[src/rtl/param_sync_fifo.sv]
// Parametrised synchronous FIFO with occupancy count, programmable
// almost-full/almost-empty flags, sticky overflow/underflow flags,
// synchronous flush and selectable standard or first-word-fall-through
// read mode. Single clock, synchronous active-high reset.
module param_sync_fifo #(
    parameter int WIDTH     = 8,
    parameter int DEPTH     = 16,
    parameter int AF_THRESH = DEPTH - 2,
    parameter int AE_THRESH = 1,
    parameter int FWFT      = 0
) (
    input  logic                       clk,
    input  logic                       rst,
    input  logic                       wr_en,
    input  logic [WIDTH-1:0]           wr_data,
    input  logic                       rd_en,
    input  logic                       flush,
    input  logic                       clr_err,
    output logic [WIDTH-1:0]           rd_data,
    output logic                       rd_valid,
    output logic                       full,
    output logic                       empty,
    output logic                       almost_full,
    output logic                       almost_empty,
    output logic [$clog2(DEPTH):0]     count,
    output logic                       overflow,
    output logic                       underflow
);

    localparam int AW = $clog2(DEPTH);
    localparam int CW = AW + 1;

    logic [WIDTH-1:0] mem [DEPTH];
    logic [AW-1:0]    wr_ptr;
    logic [AW-1:0]    rd_ptr;
    logic             rd_acc;
    logic             wr_acc;

    // Status flags are plain decodes of the registered occupancy, so they
    // show the effect of an accept one cycle after the accepting edge.
    assign empty        = (count == '0);
    assign full         = (count == CW'(DEPTH));
    assign almost_full  = (count >= CW'(AF_THRESH));
    assign almost_empty = (count <= CW'(AE_THRESH));

    // Handshake: a read is accepted when rd_en is high and the FIFO holds at
    // least one word; a write is accepted when wr_en is high and there is
    // room, or when a read is accepted in the same cycle (pass-through at
    // full). Requests that are not accepted are dropped and flagged. A word
    // written at edge N is never visible to a read at edge N (no bypass).
    assign rd_acc = rd_en & ~empty;
    assign wr_acc = wr_en & (~full | rd_acc);

    // Pointer and occupancy update; rst beats flush beats normal traffic.
    always_ff @(posedge clk) begin
        if (rst) begin
            wr_ptr <= '0;
            rd_ptr <= '0;
            count  <= '0;
        end else if (flush) begin
            wr_ptr <= '0;
            rd_ptr <= '0;
            count  <= '0;
        end else begin
            if (wr_acc) wr_ptr <= wr_ptr + AW'(1);
            if (rd_acc) rd_ptr <= rd_ptr + AW'(1);
            case ({wr_acc, rd_acc})
                2'b10:   count <= count + CW'(1);
                2'b01:   count <= count - CW'(1);
                default: count <= count;
            endcase
        end
    end

    // Storage array; not reset, written only on an accepted write.
    always_ff @(posedge clk) begin
        if (!rst && !flush && wr_acc) begin
            mem[wr_ptr] <= wr_data;
        end
    end

    // Sticky error flags; a new error event wins over clr_err, flush freezes them.
    always_ff @(posedge clk) begin
        if (rst) begin
            overflow  <= 1'b0;
            underflow <= 1'b0;
        end else if (!flush) begin
            overflow  <= (wr_en & ~wr_acc) | (overflow  & ~clr_err);
            underflow <= (rd_en & ~rd_acc) | (underflow & ~clr_err);
        end
    end

    generate
        if (FWFT != 0) begin : g_fwft
            // Head of queue is presented directly; rd_en only pops it.
            assign rd_data  = mem[rd_ptr];
            assign rd_valid = ~empty;
        end else begin : g_std
            logic [WIDTH-1:0] rd_data_q;
            logic             rd_valid_q;

            // Registered read: data appears the cycle after an accepted read.
            always_ff @(posedge clk) begin
                if (rst) begin
                    rd_data_q  <= '0;
                    rd_valid_q <= 1'b0;
                end else if (flush) begin
                    rd_valid_q <= 1'b0;
                end else begin
                    rd_valid_q <= rd_acc;
                    if (rd_acc) rd_data_q <= mem[rd_ptr];
                end
            end

            assign rd_data  = rd_data_q;
            assign rd_valid = rd_valid_q;
        end
    endgenerate

endmodule
[config.mk]
export PLATFORM = sky130hd
export DESIGN_NAME = param_sync_fifo
export DESIGN_NICKNAME = d
export VERILOG_FILES = /design/src/rtl/param_sync_fifo.sv
export SDC_FILE = /design/constraint.sdc
export NUM_CORES = 1
export LEC_CHECK = 0
export BUFFER_PORTS_ARGS = -buffer_cell sky130_fd_sc_hd__clkbuf_2
export CAP_MARGIN = 10
export CORE_MARGIN = 4
export CORE_UTILIZATION = 25
export DETAILED_ROUTE_END_ITERATION = 10
export PLACE_DENSITY = 0.41
export REMOVE_ABC_BUFFERS = 1
export SYNTH_ARGS = -nofsm -noshare
export SYNTH_HDL_FRONTEND = slang
export SYNTH_SLANG_ARGS = --single-unit
[constraint.sdc]
create_clock -name clk -period 6.24 [get_ports clk]
set_clock_uncertainty 0.2 [all_clocks]
set_input_delay 0.936 -clock clk [delete_from_list [all_inputs] [get_ports clk]]
set_output_delay 0.936 -clock clk [all_outputs]
set_load 0.01 [all_outputs]
==> results of run 1 <==
==> metrics by stage <==
| stage | instance area, um2 | hold WS (ps) | power (uW) | utilization [%] |
|---|---|---|---|---|
| 6_report | 7230 | 295 | 2140 | 29.7 |
| 3_5_place_dp | 6690 | 286 | 1220 | 27.5 |
| 4_1_cts | 7230 | 301 | 2160 | 29.7 |
| 3_3_place_gp | 6690 | 295 | 1220 | 27.5 |
| 5_1_grt | 7230 | 349 | 2220 | 29.7 |
| 2_1_floorplan | 6080 | 325 | 1180 | - |
==> power breakdown <==
part	internal, uW	switching, uW	leakage (uW)
registers	1110	9.61	0.00135
logic	30.6	50.3	0.000691
clock network	542	400	0.000254
total	1680	460	0.00229
==> critical path: cells and delay by family (launching register included) <==
family	cells	cell delay, ps
flops	1	410
buf+inv	3	350
simple gates	1	700
fa+ha+maj	1	190
==> cell usage after synthesis, types with 5 or more instances <==
| library cell | count |
|---|---|
| sky130_fd_sc_hd__a221o_1 | 8 |
| sky130_fd_sc_hd__buf_2 | 6 |
| sky130_fd_sc_hd__clkbuf_1 | 7 |
| sky130_fd_sc_hd__dfxtp_1 | 24 |
| sky130_fd_sc_hd__edfxtp_1 | 128 |
| sky130_fd_sc_hd__ha_1 | 10 |
| sky130_fd_sc_hd__inv_1 | 6 |
| sky130_fd_sc_hd__mux2_2 | 8 |
| sky130_fd_sc_hd__mux2i_1 | 9 |
| sky130_fd_sc_hd__mux4_2 | 32 |
| sky130_fd_sc_hd__nand2_1 | 5 |
| sky130_fd_sc_hd__nand2b_1 | 6 |
| sky130_fd_sc_hd__nand3_1 | 9 |
| sky130_fd_sc_hd__nor2_1 | 34 |
| sky130_fd_sc_hd__nor3_1 | 8 |
| sky130_fd_sc_hd__xor2_1 | 5 |
==> flip-flops by register name, summed over array words and instances, names as in the netlist <==
name,count
count,5
mem,128
overflow,1
rd_data,8
rd_ptr,4
rd_valid,1
underflow,1
wr_ptr,4
==> worst max-delay path by stage <==
stage / from / endpoint / cells after the start
after CTS: count[1]$_SDFFE_PP0P_ / full / 5
after global routing: count[1]$_SDFFE_PP0P_ / full / 5
after global placement: flush / mem[12][0]$_DFFE_PP_ / 4
after floorplan: rd_ptr[0]$_SDFFE_PP0P_ / rd_data[0]$_SDFFE_PP0P_ / 3
after detailed placement: flush / mem[7][5]$_DFFE_PP_ / 4
final: count[1]$_SDFFE_PP0P_ / full / 5
==> final cells by class <==
cell class	instances	area (um2)
Clock inverter	14	108
Tap cell	324	405
Fill cell	2398	17100
Inverter	6	22.5
Sequential cell	152	4330
Multi-Input combinational cell	176	1730
Timing Repair Buffer	39	210
Clock buffer	18	429
==> layer usage <==
layer / global-route usage, % / vias up
met2: 17.3 / 69
met5: 0 / -
li1: - / 1476
met4: 3.59 / 0
met3: 2.61 / 9
met1: 15.9 / 1683
==> logic make-up (layout without fill, tap and decap cells) <==
kind of cell	after synthesis	after routing	share of synthesized area, %
AO/OA/AOI/OAI	29	29	3.74
XOR/XNOR	6	6	0.850
adder cells (fa/ha/maj)	10	10	2.02
buffers and inverters	25	77	2.12
flip-flops	152	152	69.9
multiplexers	49	49	14.6
AND/OR/NAND/NOR	82	82	6.78
==> cells in the final DEF, fill, tap and decap left out, types with 2 or more instances in the layout <==
cell type | synthesis | layout
sky130_fd_sc_hd__a211oi_1 | 3 | 3
sky130_fd_sc_hd__a21oi_1 | 4 | 4
sky130_fd_sc_hd__a221o_1 | 8 | 8
sky130_fd_sc_hd__a22oi_1 | 2 | 2
sky130_fd_sc_hd__and3_1 | 2 | 2
sky130_fd_sc_hd__buf_4 | 2 | 6
sky130_fd_sc_hd__clkbuf_16 | 0 | 17
sky130_fd_sc_hd__clkbuf_2 | 0 | 33
sky130_fd_sc_hd__clkinv_1 | 0 | 5
sky130_fd_sc_hd__clkinv_2 | 0 | 2
sky130_fd_sc_hd__clkinv_4 | 0 | 2
sky130_fd_sc_hd__clkinvlp_4 | 0 | 3
sky130_fd_sc_hd__dfxtp_1 | 24 | 23
sky130_fd_sc_hd__edfxtp_1 | 128 | 128
sky130_fd_sc_hd__ha_1 | 10 | 10
sky130_fd_sc_hd__inv_1 | 6 | 6
sky130_fd_sc_hd__mux2_2 | 8 | 8
sky130_fd_sc_hd__mux2i_1 | 9 | 9
sky130_fd_sc_hd__mux4_2 | 32 | 32
sky130_fd_sc_hd__nand2_1 | 5 | 5
sky130_fd_sc_hd__nand2b_1 | 6 | 6
sky130_fd_sc_hd__nand3_1 | 9 | 9
sky130_fd_sc_hd__nand4_1 | 4 | 4
sky130_fd_sc_hd__nor2_1 | 34 | 34
sky130_fd_sc_hd__nor2b_1 | 2 | 2
sky130_fd_sc_hd__nor3_1 | 8 | 8
sky130_fd_sc_hd__o211ai_1 | 3 | 3
sky130_fd_sc_hd__o2bb2ai_1 | 2 | 2
sky130_fd_sc_hd__or3_1 | 2 | 2
sky130_fd_sc_hd__xor2_1 | 5 | 5
==> impl_metrics.toml, run 1 <==
[synth]
synthesis.yosys.warnings = 0
synth_enable_flop_cells = 128
synth.largest_area_cell = "sky130_fd_sc_hd__edfxtp_1"
netlist_area_um2 = 6180
synthFlopType = "sky130_fd_sc_hd__edfxtp_1"
post_synth_num_cell_types = 46
async_flop_share_pct = 0
synth_seq_area_share_pct = 69.9
post_synth.cell_area_avg_um2 = 17.5
synth_top_area_share_pct = 62.1
ys_ff_latch = 152
synthesis.instances = 353
yosys-top-cells-area = "sky130_fd_sc_hd__edfxtp_1 (62%), sky130_fd_sc_hd__mux4_2 (12%), sky130_fd_sc_hd__dfxtp_1 (7.8%)"

[die]
core_area_um2 = 24300
initial_utilization_pct = 25.4
placementRows = 57
ioPinCount = 34
die_height_um = 165
die_area_um2 = 27300
die-width_um = 165

[timing]
worst_slew_margin_relative_to_its_limit_pct = 21.8
unrepaired_setup_endpoints_after_global_routing = "false"
drv_slew = 0
max_freq_mhz = 313
actual_transition_at_the_worst_max_transition_pin_ps = 1160
setup_ws_ps = 3040
timing.final.crit_share_pct = 51.2
hold_viol = 0
setup_viol = 0
finalCriticalPeriod_ps = 3200
tns_ps = 0

[global_route]
grt_antenna_before_repair = 0
wire_length_of_the_first_global_routing_pass_um = 22200
groute.usage.overall_pct = 11.3
grt_max_degree = 35
grt_pass1_vias = 3434
total_global_routing_overflow = 0

[critical_path]
critical-path-slowest-cell = "sky130_fd_sc_hd__or4bb_2"
timing.critical_path.fanout_max = 10
critPathArrivalTime_ps = 2060
timing.rr.end = "mem[12][4]$_DFFE_PP_"
crit_path_end_kind = "output port"
worst-setup-path-type = "reg -> out"
reg2reg_slack_ps = 3300
cp_common_cell = "sky130_fd_sc_hd__inv_1"
worst_setup_path_start_kind = "flop"
r2r-start = "count[1]$_SDFFE_PP0P_"
crit_path_max_incr_delay_ps = 700
r2r.worst_path.cells = 6
cp_data_required_time_ps = 5100
cp_cell_sequence = "inv_1 > ha_1 > or4bb_2 > inv_1 > clkbuf_2"

[route]
route.layer.met1.wl_um = 7190
detailroute.wirelength.met2_um = 6730
routed_wirelength_um = 14500
routed_wl_met3_um = 487
routed_via_density = 4.44
via_count = 3237
top_layer = "met4"
detail_route.wl_per_cell_um = 20.0
detail_route.iter0.violations = 304
firstDrtPassIters = 4
drt.antenna.violating_nets = 0
drc = 0

[worst_hold_path]
min-delay-path-class = "reg -> reg"
hold-path-cell-count = 2
timing.hold.worst.start = "overflow$_SDFFE_PP0N_"
hold_path_end = "overflow$_SDFFE_PP0N_"

[place]
pre_cts_ws_ps = 3130
io_buffer_count = 33
dp_cells = 697
gp_congestion = 0.777
place.detailed.hpwl_um = 9520

[clocking]
post_cts.resized_instances = 0
tritoncts.num_buffers = 17
clock_path_buffers = 2
cts_hold_buffers = 0
htree_num_levels = 4
ctsRootBufferMaster = "sky130_fd_sc_hd__clkbuf_16"
post_cts.repair.setup_buffers = 0
cts_tree = "yes"
worst_setup_hold_path_clk_slew_ps = 60
clock_latency_ps = 410
cts_sink_cnt = 152

[layout]
fraction_of_layout_instances_using_a_drive_strength_above_1_pct = 27.9
syn_to_final_growth_pct = 16.9
final_net_count = 416
n_antenna_cell = 0
fin_cells = 729

[power_and_ir_drop]
pwr_density_cell_nw_per_um2 = 296
power.static_leakage_uw = 0.00229
worst_ir_drop_vdd_uv = 129

[outcome]
outcome = "finished clean"

[run]
cap_violations = 0
Power figures use the tool's default switching activity.
==> run 2: changes to the inputs <==
Settings changed: ABC_AREA from default to 1.
Clock period 6.24 ns to 3.1 ns, I/O delays scaled along.
==> run 2 against run 1 <==
Effect of this change: area after synthesis rose by 10%; worst hold slack worse by 130 ps; clock power increased by 100%; routed wire length increased by 17%; sequential power up 100%; combinational power grew to 4.2 times the previous value; register-to-register slack got worse by 2900 ps; critical endpoint is now mem[10][3]$_DFFE_PP_.
==> impl_metrics.toml, run 2 <==
[synth]
yosys-top-cells-area = "sky130_fd_sc_hd__edfxtp_1 (56%), sky130_fd_sc_hd__nand2_1 (12%), sky130_fd_sc_hd__dfxtp_1 (7.1%)"
synth_enable_flop_cells = 128
post-synth-top-count-cell = "sky130_fd_sc_hd__nand2_1"
netlist_area_um2 = 6810
async_flop_share_pct = 0
synth_seq_area_share_pct = 63.5
synthFlopType = "sky130_fd_sc_hd__edfxtp_1"
post_synth.cell_area_avg_um2 = 9.74
post_synth_num_cell_types = 31
synthesis.instances = 699
synthesis.yosys.warnings = 0
synth_commonest_cells = "sky130_fd_sc_hd__nand2_1 (221), sky130_fd_sc_hd__edfxtp_1 (128), sky130_fd_sc_hd__nand3_1 (96)"
ys_ff_latch = 152
synth_top_area_share_pct = 56.4
synth.largest_area_cell = "sky130_fd_sc_hd__edfxtp_1"

[route]
detail_route.iter0.violations = 290
detail_route.wl_per_cell_um = 15.5
drc = 0
firstDrtPassIters = 5
drt.antenna.violating_nets = 0
via_count = 4585
routed_wirelength_um = 17000
routed_via_density = 4.18

[critical_path]
crit_path_end_kind = "flop"
critPathArrivalTime_ps = 2520
timing.critical_path.fanout_max = 8
crit_path_max_incr_delay_ps = 560
cp_cell_sequence = "inv_1 > ha_1 > nand4_1 > nand2_2 > nor2_1 > nand2_1 > nor2_1"
worst-setup-path-type = "reg -> reg"
cp_data_required_time_ps = 2960
cp_common_cell = "sky130_fd_sc_hd__nor2_1"
critical-path-slowest-cell = "sky130_fd_sc_hd__nor2_1"
worst_setup_path_start_kind = "flop"

[power_and_ir_drop]
pwr_density_cell_nw_per_um2 = 567
worst_ir_drop_vdd_uv = 361
power.static_leakage_uw = 0.00331

[global_route]
grt_antenna_before_repair = 0
wire_length_of_the_first_global_routing_pass_um = 26700
grt_use_met3_pct = 2.21
groute.usage.overall_pct = 11.7
grt_pass1_vias = 4587
groute.layer.met1.usage_pct = 14.7
grt_max_degree = 67
global_route_layer_with_the_greatest_usage = "met2"
total_global_routing_overflow = 0
use_met2_pct = 19.9

[timing]
timing.final.crit_share_pct = 85.9
setup_ws_ps = 439
finalCriticalPeriod_ps = 2660
unrepaired_setup_endpoints_after_global_routing = "false"
hold_viol = 0
max_freq_mhz = 376
worst_slew_margin_relative_to_its_limit_pct = 55.1
drv_slew = 0
setup_viol = 0
actual_transition_at_the_worst_max_transition_pin_ps = 671

[clocking]
cts_hold_buffers = 0
htree_num_levels = 4
tritoncts.num_buffers = 17
cts_sink_cnt = 152
cts_tree = "yes"
worst_setup_hold_path_clk_slew_ps = 60
ctsRootBufferMaster = "sky130_fd_sc_hd__clkbuf_16"
post_cts.resized_instances = 0
clock_latency_ps = 430
post_cts.repair.setup_buffers = 0
clock_path_buffers = 2

[die]
core_area_um2 = 26900
die_area_um2 = 29900
placementRows = 60
die_height_um = 173
die-width_um = 173
ioPinCount = 34
initial_utilization_pct = 25.3

[layout]
post_route_standard_cell_area_excluding_fillers_um2 = 7960
fraction_of_layout_instances_using_a_drive_strength_above_1_pct = 13.2
syn_to_final_growth_pct = 16.9
fin_cells = 1098
largest_reg_flops = 128
mostFrequentLayoutCell = "sky130_fd_sc_hd__nand2_1"
n_antenna_cell = 0
commonest_non_fill_non_tap_cells_in_the_layout = "sky130_fd_sc_hd__nand2_1 (221), sky130_fd_sc_hd__edfxtp_1 (128), sky130_fd_sc_hd__nand3_1 (96), sky130_fd_sc_hd__inv_1 (90), sky130_fd_sc_hd__nor2_1 (37)"
final_net_count = 768
largest-register = "mem"

[outcome]
outcome = "finished clean"

[place]
dp_cells = 1066
io_buffer_count = 33
gp_congestion = 0.791
place.detailed.hpwl_um = 10900
placed_cell_area_um2 = 7420
pre_cts_ws_ps = 415

[run]
cap_violations = 0

[worst_hold_path]
min-delay-path-class = "in -> reg"
[run 2: cell count changes in the layout (fill, tap and decap cells not counted), sizes merged, moves of 9 or more]
cell and delta:
mux2i -9, mux4 -32, nand3 +88, inv +90, nand2 +221, o21ai +11, buf +16
[run 2: power by group]
group	switching, uW	total, uW	internal, uW
registers	21.2	2260	2240
clock network	822	1910	1090
logic	241	343	103
[run 2: per-layer routing]
metal,share of wire [%],vias up
met5,0,-
met4,1.8,0
met3,3.2,17
met2,50,54
met1,45,2162
li1,-,2352
[run 2: metrics by stage]
step | power (uW) | hold WS, ps | setup TNS (ps) | util, %
floorplan | 2500 | 283 | -1730 | -
global placement | 2660 | 267 | 0 | 27.6
detailed placement | 2650 | 281 | 0 | 27.6
CTS | 4580 | 145 | 0 | 29.6
global route | 4700 | 172 | 0 | 29.6
finish | 4510 | 163 | 0 | 29.6
[run 2: final timing paths]
path                         start               endpoint  slack [ps]  cells past startpoint
min                          wr_en  overflow$_SDFFE_PP0N_         160                      3
min reg2reg  overflow$_SDFFE_PP0N_  overflow$_SDFFE_PP0N_         280                      2
max          count[0]$_SDFFE_PP0P_   mem[10][3]$_DFFE_PP_         440                      7
max reg2reg  count[0]$_SDFFE_PP0P_   mem[10][3]$_DFFE_PP_         440                      7
[run 2: logic make-up after synthesis]
| family | count (synthesis) | share of synthesized area (%) |
|---|---|---|
| flip-flops | 152 | 63.5 |
| AO/OA/AOI/OAI | 24 | 1.80 |
| adder cells (fa/ha/maj) | 10 | 1.84 |
| buffers and inverters | 127 | 7.83 |
| XOR/XNOR | 8 | 1.03 |
| AND/OR/NAND/NOR | 378 | 24.0 |
[run 2: worst max-delay path: cells and delay by family (launching register included)]
family / cells / cell delay [ps]
simple gates: 5 / 1210
flops: 1 / 440
fa+ha+maj: 1 / 280
buf+inv: 1 / 150
[run 2: final cells by class]
cell class | instances | area, um2
flip-flops and latches | 152 | 4330
fillers | 2826 | 18900
well taps | 341 | 427
repair buffers | 55 | 343
clock buffers | 18 | 429
inverters | 98 | 373
multi-input cells | 420 | 1950
clock inverters | 14 | 109
==> run 3: changes to the inputs <==
Settings changed: CORE_UTILIZATION 25 to 60, PLACE_DENSITY 0.41 to 0.8.
==> run 3 against run 2 <==
Effect of this change: cell count decreased by 19%; via count increased by 11%; clock power increased by 18%; worst hold slack improved by 5.2 ps; utilization increased by 41 points; setup slack got worse by 98 ps; sequential share of layout area increased by 1.5 points; combinational power about the same; routed wire length decreased by 0.55%; global-route usage increased by 16 points; fmax decreased by 3.6%.
==> impl_metrics.toml, run 3 (synthesis results as in run 2) <==
[clocking]
cts_tree = "yes"
post_cts.repair.setup_buffers = 0
ctsRootBufferMaster = "sky130_fd_sc_hd__clkbuf_16"
clock_path_buffers = 2
cts_sink_cnt = 152
worst_setup_hold_path_clk_slew_ps = 60
tritoncts.num_buffers = 17
post_cts.resized_instances = 0
cts_hold_buffers = 0
clock_latency_ps = 420
htree_num_levels = 4

[route]
routed_via_density = 5.74
routed_wirelength_um = 16900
detail_route.wl_per_cell_um = 19.0
drc = 0
via_count = 5100
drt.antenna.violating_nets = 0
detail_route.iter0.violations = 558
firstDrtPassIters = 6

[power_and_ir_drop]
combinationalPowerShare_pct = 7.1
power_frac_seq_pct = 46.4
switching_share_of_total_power_pct = 22.5
clock_power_share_pct = 46.5
power_switching_uw = 1100
p_int_uw = 3770
total_power_uw = 4870
worst_ir_drop_vdd_uv = 333
pwr_density_cell_nw_per_um2 = 628
power.static_leakage_uw = 0.00333

[layout]
commonest_non_fill_non_tap_cells_in_the_layout = "sky130_fd_sc_hd__nand2_1 (221), sky130_fd_sc_hd__edfxtp_1 (128), sky130_fd_sc_hd__nand3_1 (96), sky130_fd_sc_hd__inv_1 (90), sky130_fd_sc_hd__nor2_1 (37)"
final_net_count = 760
post_route_standard_cell_area_excluding_fillers_um2 = 7750
mostFrequentLayoutCell = "sky130_fd_sc_hd__nand2_1"
n_antenna_cell = 0
layout.area.seq_um2 = 4330
nFillCells = 765
fraction_of_layout_instances_using_a_drive_strength_above_1_pct = 13.0
syn_to_final_growth_pct = 13.8
multiInputGateArea_um2 = 1950
largest-register = "mem"
largest_reg_flops = 128

[global_route]
grt_pass1_vias = 5189
groute.usage.overall_pct = 27.5
total_global_routing_overflow = 0
grt_antenna_before_repair = 0
wire_length_of_the_first_global_routing_pass_um = 26700
grt_max_degree = 67

[timing]
timing.final.crit_share_pct = 89.0
setup_viol = 0
hold_viol = 0
actual_transition_at_the_worst_max_transition_pin_ps = 1020
worst_slew_margin_relative_to_its_limit_pct = 31.7
drv_slew = 0
finalCriticalPeriod_ps = 2760
unrepaired_setup_endpoints_after_global_routing = "false"
max_freq_mhz = 362
whs_ps = 168

[die]
die-width_um = 115
ioPinCount = 34
placementRows = 38
initial_utilization_pct = 62.0
core_area_um2 = 11000
die_area_um2 = 13100
die_height_um = 115

[critical_path]
cp_data_required_time_ps = 2950
reg2reg_slack_ps = 340
setup.worst_path.start = "count[1]$_SDFFE_PP0P_"
r2r-start = "count[1]$_SDFFE_PP0P_"
worst-setup-path-type = "reg -> reg"
cp_common_cell = "sky130_fd_sc_hd__nor2_1"
timing.critical_path.fanout_max = 8
crit_path_max_incr_delay_ps = 590
worst_path_dominant_cell_family = "simple AND/OR/NAND/NOR gates"
timing.rr.end = "mem[12][0]$_DFFE_PP_"
cp_num_cells = 7
crit_path_end_kind = "flop"
timing.critical_path.to = "mem[12][0]$_DFFE_PP_"
critical-path-slowest-cell = "sky130_fd_sc_hd__nor2_1"
cp_num_buf_inv = 1
r2r.worst_path.cells = 7
worst_setup_path_start_kind = "flop"
critPathArrivalTime_ps = 2610
cp_cell_sequence = "inv_1 > ha_1 > nand4_1 > nand2_2 > nor2_1 > nand2_1 > nor2_1"

[outcome]
outcome = "finished clean"

[worst_hold_path]
min-delay-path-class = "in -> reg"
hold-path-cell-count = 2

[place]
gp_congestion = 0.934
place.detailed.hpwl_um = 10700
placed_cell_area_um2 = 7100
io_buffer_count = 33

[run]
cap_violations = 0
-- run 3: stage by stage --
stage          setup WS [ps]  cells  utilization (%)  TNS [ps]
6_report                 340    889             70.5         0
5_1_grt                  107    889             70.5         0
4_1_cts                  342    889             70.5         0
3_5_place_dp             359    857             64.6         0
3_3_place_gp             552    857             64.6         0
2_1_floorplan           -209    670                -     -1730
-- run 3: area by class of cell --
type	count	area share (%)
Timing Repair Buffer	47	3.49
Clock buffer	18	5.54
Clock inverter	14	2.87
Multi-Input combinational cell	420	25.2
Tap cell	140	2.26
Inverter	98	4.81
Sequential cell	152	55.8
-- run 3: power groups by stage --
| stage | registers (uW) | logic [uW] | clock network (uW) |
|---|---|---|---|
| 3_5_place_dp | 2300 | 333 | 0 |
| 4_1_cts | 2260 | 341 | 2270 |
| 6_report | 2260 | 345 | 2260 |
| 3_3_place_gp | 2300 | 323 | 0 |
| 2_1_floorplan | 2320 | 180 | 0 |
| 5_1_grt | 2260 | 383 | 2360 |
-- run 3: worst min-delay path by stage --
stage                                start                endpoint  slack [ps]
detailed placement   overflow$_SDFFE_PP0N_   overflow$_SDFFE_PP0N_         280
floorplan           wr_ptr[3]$_SDFFE_PP0P_  wr_ptr[3]$_SDFFE_PP0P_         280
global route                         wr_en   overflow$_SDFFE_PP0N_         200
global placement    underflow$_SDFFE_PP0N_  underflow$_SDFFE_PP0N_         260
CTS                                  wr_en   overflow$_SDFFE_PP0N_         160
finish                                 rst  underflow$_SDFFE_PP0N_         170
-- run 3: layer usage --
metal | vias up | wire, um | part of all wire (%) | global-route usage (%)
met5 | - | 0 | 0 | 0
met2 | 277 | 8470 | 50 | 46.0
met3 | 75 | 1530 | 9.1 | 6.29
li1 | 2343 | - | - | -
met1 | 2405 | 6120 | 36 | 32.7
met4 | 0 | 782 | 4.6 | 15.5
